## config.mk

```make
export PLATFORM = sky130hd
export DESIGN_NAME = xc_malu_issue
export DESIGN_NICKNAME = d
export VERILOG_FILES = /design/src/rtl/xc_malu_issue.sv
export SDC_FILE = /design/constraint.sdc
export NUM_CORES = 1
export LEC_CHECK = 0
export BUFFER_PORTS_ARGS = -buffer_cell sky130_fd_sc_hd__buf_2
export CORE_AREA = 2 2 143 145
export DETAILED_ROUTE_END_ITERATION = 10
export DIE_AREA = 0 0 145 147
export MAX_ROUTING_LAYER = met4
export PLACE_DENSITY = 0.68
export SLEW_MARGIN = 20
export SYNTH_ARGS = -nofsm -noshare
export SYNTH_HDL_FRONTEND = slang
export SYNTH_SLANG_ARGS = --single-unit
```

## constraint.sdc

```tcl
create_clock -name clock -period 5.6 [get_ports clock]
set_input_delay 0.56 -clock clock [delete_from_list [all_inputs] [get_ports clock]]
set_output_delay 0.56 -clock clock [all_outputs]
set_load 0.02 [all_outputs]
```

## src/rtl/xc_malu_issue.sv

```systemverilog
// Issue/hold stage between the decode pipe and the multi-cycle MALU: latches one op, waits for the result, holds it for the consumer.
// Optional watchdog on a stalled MALU: define XC_MALU_ISSUE_WDOG_EN (limit set by TIMEOUT).
module xc_malu_issue #(
    parameter int TIMEOUT = 64
) (
    input  logic        clock,
    input  logic        resetn,
    input  logic        in_valid,
    output logic        in_ready,
    input  logic [31:0] in_rs1,
    input  logic [31:0] in_rs2,
    input  logic [31:0] in_rs3,
    input  logic [13:0] in_uop,
    input  logic [4:0]  in_pw,
    input  logic        in_hi,
    input  logic        kill,
    output logic        malu_valid,
    output logic        malu_flush,
    output logic [31:0] malu_rs1,
    output logic [31:0] malu_rs2,
    output logic [31:0] malu_rs3,
    output logic [13:0] malu_uop,
    output logic [4:0]  malu_pw,
    input  logic [63:0] malu_result,
    input  logic        malu_ready,
    output logic        out_valid,
    input  logic        out_ready,
    output logic [31:0] out_rd,
    output logic [31:0] out_rd2,
    output logic        out_err
);

    typedef enum logic [1:0] {IDLE, BUSY, HOLD, CLR} state_t;

    state_t      state;
    logic [31:0] rs1_q, rs2_q, rs3_q, rd_q, rd2_q;
    logic [13:0] uop_q;
    logic [4:0]  pw_q;
    logic        hi_q, err_q, bypass_q;
    logic        uop_onehot;
`ifdef XC_MALU_ISSUE_WDOG_EN
    logic [15:0] wdog_cnt;
`endif

    assign uop_onehot = (in_uop != 14'd0) && ((in_uop & (in_uop - 14'd1)) == 14'd0);

    assign in_ready   = (state == IDLE) && !kill;
    // A malformed op spends its BUSY cycle with the MALU request suppressed
    assign malu_valid = (state == BUSY) && !bypass_q;
    assign malu_flush = (state == CLR);
    assign out_valid  = (state == HOLD);
    assign malu_rs1   = rs1_q;
    assign malu_rs2   = rs2_q;
    assign malu_rs3   = rs3_q;
    assign malu_uop   = uop_q;
    assign malu_pw    = pw_q;
    assign out_rd     = rd_q;
    assign out_rd2    = rd2_q;
    assign out_err    = err_q;

    always_ff @(posedge clock or negedge resetn) begin
        if (!resetn) begin
            state    <= IDLE;
            rs1_q    <= 32'd0;
            rs2_q    <= 32'd0;
            rs3_q    <= 32'd0;
            uop_q    <= 14'd0;
            pw_q     <= 5'd0;
            hi_q     <= 1'b0;
            rd_q     <= 32'd0;
            rd2_q    <= 32'd0;
            err_q    <= 1'b0;
            bypass_q <= 1'b0;
`ifdef XC_MALU_ISSUE_WDOG_EN
            wdog_cnt <= 16'd0;
`endif
        end else if (kill && state != CLR) begin
            state <= CLR;
        end else begin
            case (state)
                IDLE: begin
                    if (in_valid) begin
                        rs1_q    <= in_rs1;
                        rs2_q    <= in_rs2;
                        rs3_q    <= in_rs3;
                        uop_q    <= in_uop;
                        pw_q     <= in_pw;
                        hi_q     <= in_hi;
                        bypass_q <= !uop_onehot;
                        err_q    <= 1'b0;
`ifdef XC_MALU_ISSUE_WDOG_EN
                        wdog_cnt <= 16'd0;
`endif
                        state    <= BUSY;
                    end
                end
                BUSY: begin
                    if (bypass_q) begin
                        rd_q  <= 32'd0;
                        rd2_q <= 32'd0;
                        err_q <= 1'b1;
                        state <= HOLD;
                    end else if (malu_ready) begin
                        rd_q  <= hi_q ? malu_result[63:32] : malu_result[31:0];
                        rd2_q <= malu_result[63:32];
                        err_q <= 1'b0;
                        state <= HOLD;
                    end
`ifdef XC_MALU_ISSUE_WDOG_EN
                    // Counter value equals the number of BUSY cycles already spent
                    else if (wdog_cnt == 16'(TIMEOUT - 1)) begin
                        rd_q  <= 32'd0;
                        rd2_q <= 32'd0;
                        err_q <= 1'b1;
                        state <= HOLD;
                    end else begin
                        wdog_cnt <= wdog_cnt + 16'd1;
                    end
`endif
                end
                HOLD: begin
                    if (out_ready) state <= CLR;
                end
                default: state <= IDLE;
            endcase
        end
    end

endmodule

```

* Word level (Yosys, flattened, before mapping)
Cells that the tools add are included.
Operators by class: shift operators 0, add/subtract/negate cells 1, muxes and demuxes 15, reduce and logical (&&, ||, !) cells 16, eq/ne operators 9, div/mod/pow operators 0, multipliers 0, bitwise logic cells 2, order comparisons 0
Operators with widths (number):
- 2-to-1 mux 32 bit | 5
- AND 14 bit | 1
- logical NOT 14 bit | 1
- nonzero test 14 bit | 1
- subtractor 14 x 1 -> 14 bit, second input constant | 1
- 2-to-1 mux 2 bit | 5
- AND reduction 3 bit | 3
- case mux 2 bit (3 select lines) | 1
- == test 2 bit, second input constant | 2
- logical AND 1 bit | 4
- != test 2 bit, second input constant | 2
- != test 4 x 3 -> 1 bit, second input constant | 1
- AND reduction 4 bit | 1
- nonzero test 2 bit | 2
- logical NOT 1 bit | 3
- 2-to-1 mux 1 bit | 3
- != test 3 x 1 -> 1 bit, second input constant | 1
- != test 3 x 2 -> 1 bit, second input constant | 1
- != test 3 bit, second input constant | 1
- == test 2 x 1 -> 1 bit, second input constant | 1
- logical NOT 2 bit | 1
- case mux 1 bit (2 select lines) | 1
- inverter 1 bit | 1
Word-level totals: logic and storage cells 54, output and inout port bits 184, bits in read-only memories 0, bits of input ports 186, bits in latches 0, bits in writable memories 0, memories 0, bits in registers 184

* Depth between registers and ports, before layout
Gate-level depths: netlist (run 1).
word-level depth 5, depth in mapped cells 8, gate-level depth less buffers 6

* Least setup slack after synthesis (run 1)
OpenSTA, ideal clock, no wires.
kind flip-flop to flip-flop, from register state[0], to register rs2_q[0], in the netlist malu_rs2[0], setup slack 3277 ps, period minus slack after synthesis 2323 ps, data arrival time 2198 ps, cell stages (with the launch flop) 8, path buffers 3, library setup time 125 ps, required time 5475 ps, cells stage by stage dfrtp_1 ha_1 nand2b_1 and3_1 clkbuf_1 clkbuf_1 buf_2 mux2_2
On the way: cells in the longest elaborated chain, start to end 4, elaborated cells on any way between the ends 5, classes of those cells eq/ne: 1; bitwise: 1; reduce/logical: 3
RTL lines:
- start, declared | line 35 | state_t state;
- start signal, assigned | line 63 | state <= IDLE;
- start signal, assigned | line 78 | state <= CLR;
- start signal, assigned | line 94 | state <= BUSY;
- != test 2 bit | line 77 | end else if (kill && state != CLR) begin
- logical AND 1 bit | line 77
- inverter 1 bit (no source line)
- AND reduction 3 bit (no source line) (*)
- end signal, assigned | line 84 | rs2_q <= in_rs2;
- end, declared | line 36 | logic [31:0] rs1_q, rs2_q, rs3_q, rd_q, rd2_q;
Mark *: on every way between the ends. The rest lies on a longest branch, timed or not. A chain may end at the register's enable or synchronous reset.

* Worst setup path in the final report (run 1)
from register state[0], to register rd2_q[2], in the netlist out_rd2[2]
On the way: cells in the longest elaborated chain, start to end 4, elaborated cells on any way between the ends 5, classes of those cells eq/ne: 2; bitwise: 1; reduce/logical: 2
RTL lines:
- != test 2 bit | line 77
- logical AND 1 bit | line 77
- inverter 1 bit (no source line)
- AND reduction 3 bit (no source line) (*)
- end signal, assigned | line 105 | rd2_q <= malu_result[63:32];
- end, declared | line 36
Marks and branches as above.

==> metrics, run 1 <==
final worst path period need 2.76 ns; Comb pwr share 44.1%; H-Tree Level Count 4; Overall Power 6410 uW; number of global-route vias before repair 5,792; worst-path maximum fanout 106; WHS 0.185 ns; Pre-Repair DR Iteration Count 4; detailed placer's ending HPWL 14,600 um; Max-slew headroom 35.1%; CP Capture Type flop; drt wl/cell 16.3 um; RD Place Congestion 0.834; top cell type by total area after synthesis dfrtp_1; Post-synth EDFFs 0; Slowest cell on crit path buf_4; fraction of the mapped netlist area in adder cells 0.796%; Sw Share 41.2%; Avg Inst Size Synth 13.1 um2; power per standard cell area 623 nW/um2; RSZ-0062 raised after global routing no; Post-CTS Hold Buffers 0; vias per cell 4.72; sequential share of power 36.2%; routed wl met2 9600 um; max cap viols 0; clk_skew 0.0125 ns; GRT Total Usage 19.1%; Crit path max-delay family buffers and inverters; fill cell total of the finished layout 1,786; DIE WIDTH 145 um; antenna violations before repair 5; largest net degree at the start of global routing 107; mux cell area share after synthesis 21.7%; Data required, critical path 5.85 ns; Clk network pwr share 19.7%; CTS tree yes; Clock Pin Slew Worst Setup and Hold Paths 0.07 ns; Period Utilization, post-route 49.3%; grt ovf 0; leading cell type in the layout, fill and taps excluded buf_2; Clock Latency Late Sink 0.42 ns; hold crit path type primary input to async pin; f_max 362 MHz; Final Max Tran Viols 0; Worst EP arrival 3.01 ns; count of buffers from port buffering 369; initial core utilization 38.0%; CP Buf/Inv Count 1; Async SR Flop Fraction 100%; post-route ant nets 0; largest family of logic cells by synthesized area multiplexers; peak supply drop 0.276 mV; total CTS buffers 17; YS warnings 0; CP Cell Sequence ha_1 -> nand2b_1 -> nand3b_1 -> buf_4 -> o21ai_0; Yosys top cell area share 61.0%; #FFs+latches synth 184; Main synth FF type dfrtp_1; net load switching power 2640 uW; Clock Tree Buf Depth 2; FP Rows 52; Int Pwr 3770 uW; synth-to-layout area growth 36.5%; metal3 WL 1290 um; Metal-1 WL 8680 um; sequential-to-total area share from yosys stat 61.0%; # clock sinks 184; clock root cell clkbuf_16; area of the die 21,300 um2; final hold violations 0; Boundary Pins 370; die height 147 um; largest cells by area after synthesis dfrtp_1, mux2_2, mux2i_1, nand2_1, o31ai_1; status completed; Post-Syn Nets 765; cell area after synthesis 7540 um2; final setup fails 0; first-pass GRT wire length 31,400 um; drt first-iter violations 186; via count 5,748; top sig layer met4; Routed WL 19,900 um; Critical Path Start Type flop; fin nets 1,121; Post-CTS Setup Bufs 0; Synth Area in Simple Gates 7.68%; Gates resized, CTS repair 0; largest stage delay on the critical path 0.85 ns; share of layout cells above drive strength 1 56.4%; DRC Markers 0; core box area 19,800 um2; Synth Area in Compound Gates 6.54%; TNS Setup 0 ns; Cell variety after synth 32; commonest cells after routing, fill and taps aside buf_2, dfrtp_1, mux2_2; Setup Crit Path Kind flop to flop; Post-Synth XOR/XNOR Area 0.116%; Syn Inst Count 575; Worst Tran Pin Value 0.973 ns; Lkg Pwr 0.00518 uW
## state kept, by name, summed over array words and instances (netlist names)
name,cells
bypass_q,1
hi_q,1
malu_pw,5
malu_rs1,32
malu_rs2,32
malu_rs3,32
malu_uop,14
out_err,1
out_rd,32
out_rd2,32
state,2
## worst paths after layout
kind                       depth (start not counted)                  endpoint                    from  slack, ns
hold / removal                                     1   out_rd2[14]$_DFFE_PN0P_                  resetn       0.18
setup / recovery                                   5    out_rd2[2]$_DFFE_PN0P_    state[0]$_DFFE_PN0P_       2.84
max in group asynchronous                          2  malu_rs3[30]$_DFFE_PN0P_                  resetn       4.37
hold reg to reg                                    2    out_rd[18]$_DFFE_PN0P_  out_rd[18]$_DFFE_PN0P_       0.47
min in group clock                                 2  malu_rs3[13]$_DFFE_PN0P_              in_rs3[13]       0.36
setup reg to reg                                   5    out_rd2[2]$_DFFE_PN0P_    state[0]$_DFFE_PN0P_       2.84
## power by group through the flow
stage                     clock (uW)  combinational [uW]  sequential, uW
final                           1260                2830            2320
after global routing            1360                3020            2420
after CTS                       1310                2870            2330
after detailed placement           0                2860            2350
after global placement             0                2820            2320
after floorplan                    0                1010            3150
## per-layer routing
layer / global-route usage [%] / vias to the layer above
met5: - / -
met4: 5.79 / 0
met1: 24.2 / 2754
met3: 5.59 / 23
met2: 30.0 / 234
li1: - / 2737
## layout make-up
class / instances / area (um2) / share of cell area (%)
Antenna cell: 5 / 12.5 / 0.122
Clock buffer: 17 / 425 / 4.13
Clock inverter: 15 / 201 / 1.96
Inverter: 4 / 15.0 / 0.146
Multi-Input combinational cell: 349 / 2780 / 27.0
Sequential cell: 184 / 4610 / 44.8
Tap cell: 270 / 338 / 3.28
Timing Repair Buffer: 375 / 1910 / 18.6
## worst reg2reg max path, stage by stage, from the launching register on
cell	delay [ns]
dfrtp_1	0.42
ha_1	0.21
nand2b_1	0.21
nand3b_1	0.58
buf_4	0.86
o21ai_0	0.31
## logic make-up (layout without fill, tap and decap cells)
| kind of cell | after synthesis | in the layout |
|---|---|---|
| flops | 184 | 184 |
| xor+xnor | 1 | 1 |
| compound gates | 77 | 77 |
| other cells | 0 | 5 |
| fa+ha+maj | 5 | 5 |
| simple gates | 117 | 117 |
| buf+inv | 42 | 411 |
| mux | 149 | 149 |
## metrics by stage
stage          std cells  utilization, %  setup WS, ns  cell area, um2
6_report            1219            51.9          2.84           10300
5_1_grt             1219            51.9          2.61           10300
4_1_cts             1214            51.8          2.86           10300
3_5_place_dp        1182            48.6          2.88            9650
3_3_place_gp        1182            48.6          2.89            9650
2_1_floorplan        575               -          3.28            7540
## cell usage after synthesis (all sizes together), types with 3 or more instances
library cell and instances:
o21ai 37, nand2b 33, o31ai 32, mux2i 33, buf 4, ha 4
inv 4, clkbuf 34, mux2 116, dfrtp 184, nor3 3, nand2 67
Power figures use the tool's default switching activity.
==> run 2: changes to the inputs <==
clock period = 2.8 ns   (was 5.6 ns; I/O delays follow)
==> run 2 against run 1 <==
- routed wire length is 0.98% higher
- die area is the same
- core utilization increased by 0.33 points
- sequential share of layout area fell by 0.28 points
- non-clock buffer count grew 8
- clock-buffer cell count unchanged
- critical path depth stayed put
- via count increased by 0.73%
- register-to-register slack got worse by 2.1 ns
- final cell count increased by 0.25%
- clock skew down 0.0031 ns
- highest routed layer unchanged
==> metrics, run 2 (same netlist as run 1, synthesis figures left out) <==
antenna violations before repair 0 (-5); Boundary Pins 370 (unchanged); drt wl/cell 16.5 um (+0.74%); count of buffers from port buffering 369 (unchanged); GRT Total Usage 19.5% (+0.36 points); fin nets 1,129 (+0.71%); Worst EP arrival 2.38 ns (-0.63 ns); RSZ-0062 raised after global routing no; CP Buf/Inv Count 1 (unchanged); Max-slew headroom 57.8% (+23 points); peak supply drop 0.511 mV (+85%); Final Max Tran Viols 0 (unchanged); Clock Tree Buf Depth 2 (unchanged); Pre-Repair DR Iteration Count 4 (unchanged); number of global-route vias before repair 5,959 (+2.9%); Critical Path Start Type flop; commonest cells after routing, fill and taps aside buf_2, dfrtp_1, mux2_2; grt ovf 0 (unchanged); hold crit path type primary input to flop; WHS Path Cells 2; total CTS buffers 17 (unchanged); largest stage delay on the critical path 0.49 ns (-0.36 ns); FP Rows 52 (unchanged); Setup Crit Path Kind flop to flop; f_max 483 MHz (+33%); Data required, critical path 3.11 ns (-2.74 ns); die height 147 um (unchanged); status completed; Slowest cell on crit path and3_4; CP Cell Sequence ha_1 -> nand2b_1 -> and3_4 -> buf_4 -> mux2_2; RD Place Congestion 0.827 (-0.74%); WHS 0.0807 ns (-0.104 ns); first-pass GRT wire length 31,900 um (+1.6%); final worst path period need 2.07 ns (-0.690 ns); core box area 19,800 um2 (unchanged); # clock sinks 184 (unchanged); via count 5,790 (+0.73%); clk_skew 0.00942 ns (-0.00310 ns); Lkg Pwr 0.00522 uW (+0.84%); DRC Markers 0 (unchanged); Finished Core Util 52.2% (+0.33 points); clock root cell clkbuf_16; Worst path depth 5 (unchanged); area of the die 21,300 um2 (unchanged); detailed placer's ending HPWL 14,800 um (+1.2%); CTS tree yes; worst-path maximum fanout 27 (-75%); CP Capture Type flop; final setup fails 0 (unchanged); Clock Pin Slew Worst Setup and Hold Paths 0.08 ns (about the same); TNS Setup 0 ns (unchanged); Routed WL 20,100 um (+0.98%); share of layout cells above drive strength 1 56.6% (+0.26 points); Period Utilization, post-route 73.9% (+25 points); Crit path max-delay family simple AND/OR/NAND/NOR gates; Finished Layout Cells 1,222 (+0.25%); Post-CTS Setup Bufs 0 (unchanged); power per standard cell area 1240 nW/um2 (+99%); H-Tree Level Count 4 (unchanged); initial core utilization 38.0% (unchanged); vias per cell 4.74 (+0.48%); DP Cell Count 1,189 (+0.59%); largest net degree at the start of global routing 129 (+21%); cells on worst reg2reg path 5 (unchanged); drt first-iter violations 233 (+25%); Overall Power 12,800 uW (+100%); synth-to-layout area growth 37.3%; post-route ant nets 0 (unchanged); Worst Tran Pin Value 0.633 ns (-0.340 ns); leading cell type in the layout, fill and taps excluded buf_2; ANT cells 0 (-5); max cap viols 0 (unchanged); Clock Latency Late Sink 0.42 ns (about the same); DIE WIDTH 145 um (unchanged); final hold violations 0 (unchanged)
[run 2: path summary, 6_finish.rpt]
check | startpoint | endpoint | slack (ns)
max in group asynchronous | resetn | malu_uop[8]$_DFFE_PN0P_ | 1.58
setup reg to reg | state[0]$_DFFE_PN0P_ | malu_rs1[21]$_DFFE_PN0P_ | 0.73
hold reg to reg | out_rd[22]$_DFFE_PN0P_ | out_rd[22]$_DFFE_PN0P_ | 0.47
hold / removal | in_rs2[16] | malu_rs2[16]$_DFFE_PN0P_ | 0.08
setup / recovery | state[0]$_DFFE_PN0P_ | malu_rs1[21]$_DFFE_PN0P_ | 0.73
min in group asynchronous | resetn | out_rd2[14]$_DFFE_PN0P_ | 0.38
[run 2: final cells by class]
cell class	instances	area, um2
Timing Repair Buffer	383	2010
Inverter	4	15.0
Tap cell	270	338
Fill cell	1783	9490
Sequential cell	184	4610
Multi-Input combinational cell	349	2780
Clock inverter	15	179
Clock buffer	17	425
[run 2: metrics by stage]
step	area, um2	setup slack [ns]
4_1_cts	10400	0.701
2_1_floorplan	7540	0.477
5_1_grt	10400	0.589
3_5_place_dp	9740	0.641
6_report	10400	0.731
3_3_place_gp	9740	0.649
[run 2: power breakdown]
group          leakage, uW  internal, uW  switching (uW)  total (uW)
logic              0.00261          2240            3470        5700
clock network     0.000298          1290            1180        2460
registers          0.00232          3980             692        4680
[run 2: timing repair]
item / 4_1_cts / 5_1_grt
hold buffers: 1 / 0
hold endpoints to repair: 47 / 0
resized for setup: 0 / 0
[run 2: per-layer routing]
layer,global-route usage (%),vias up,routed length [um]
li1,-,2746,-
met1,24.1,2773,8480
met2,31.9,247,9950
met3,4.69,24,1350
met4,6.04,0,338
met5,-,-,0
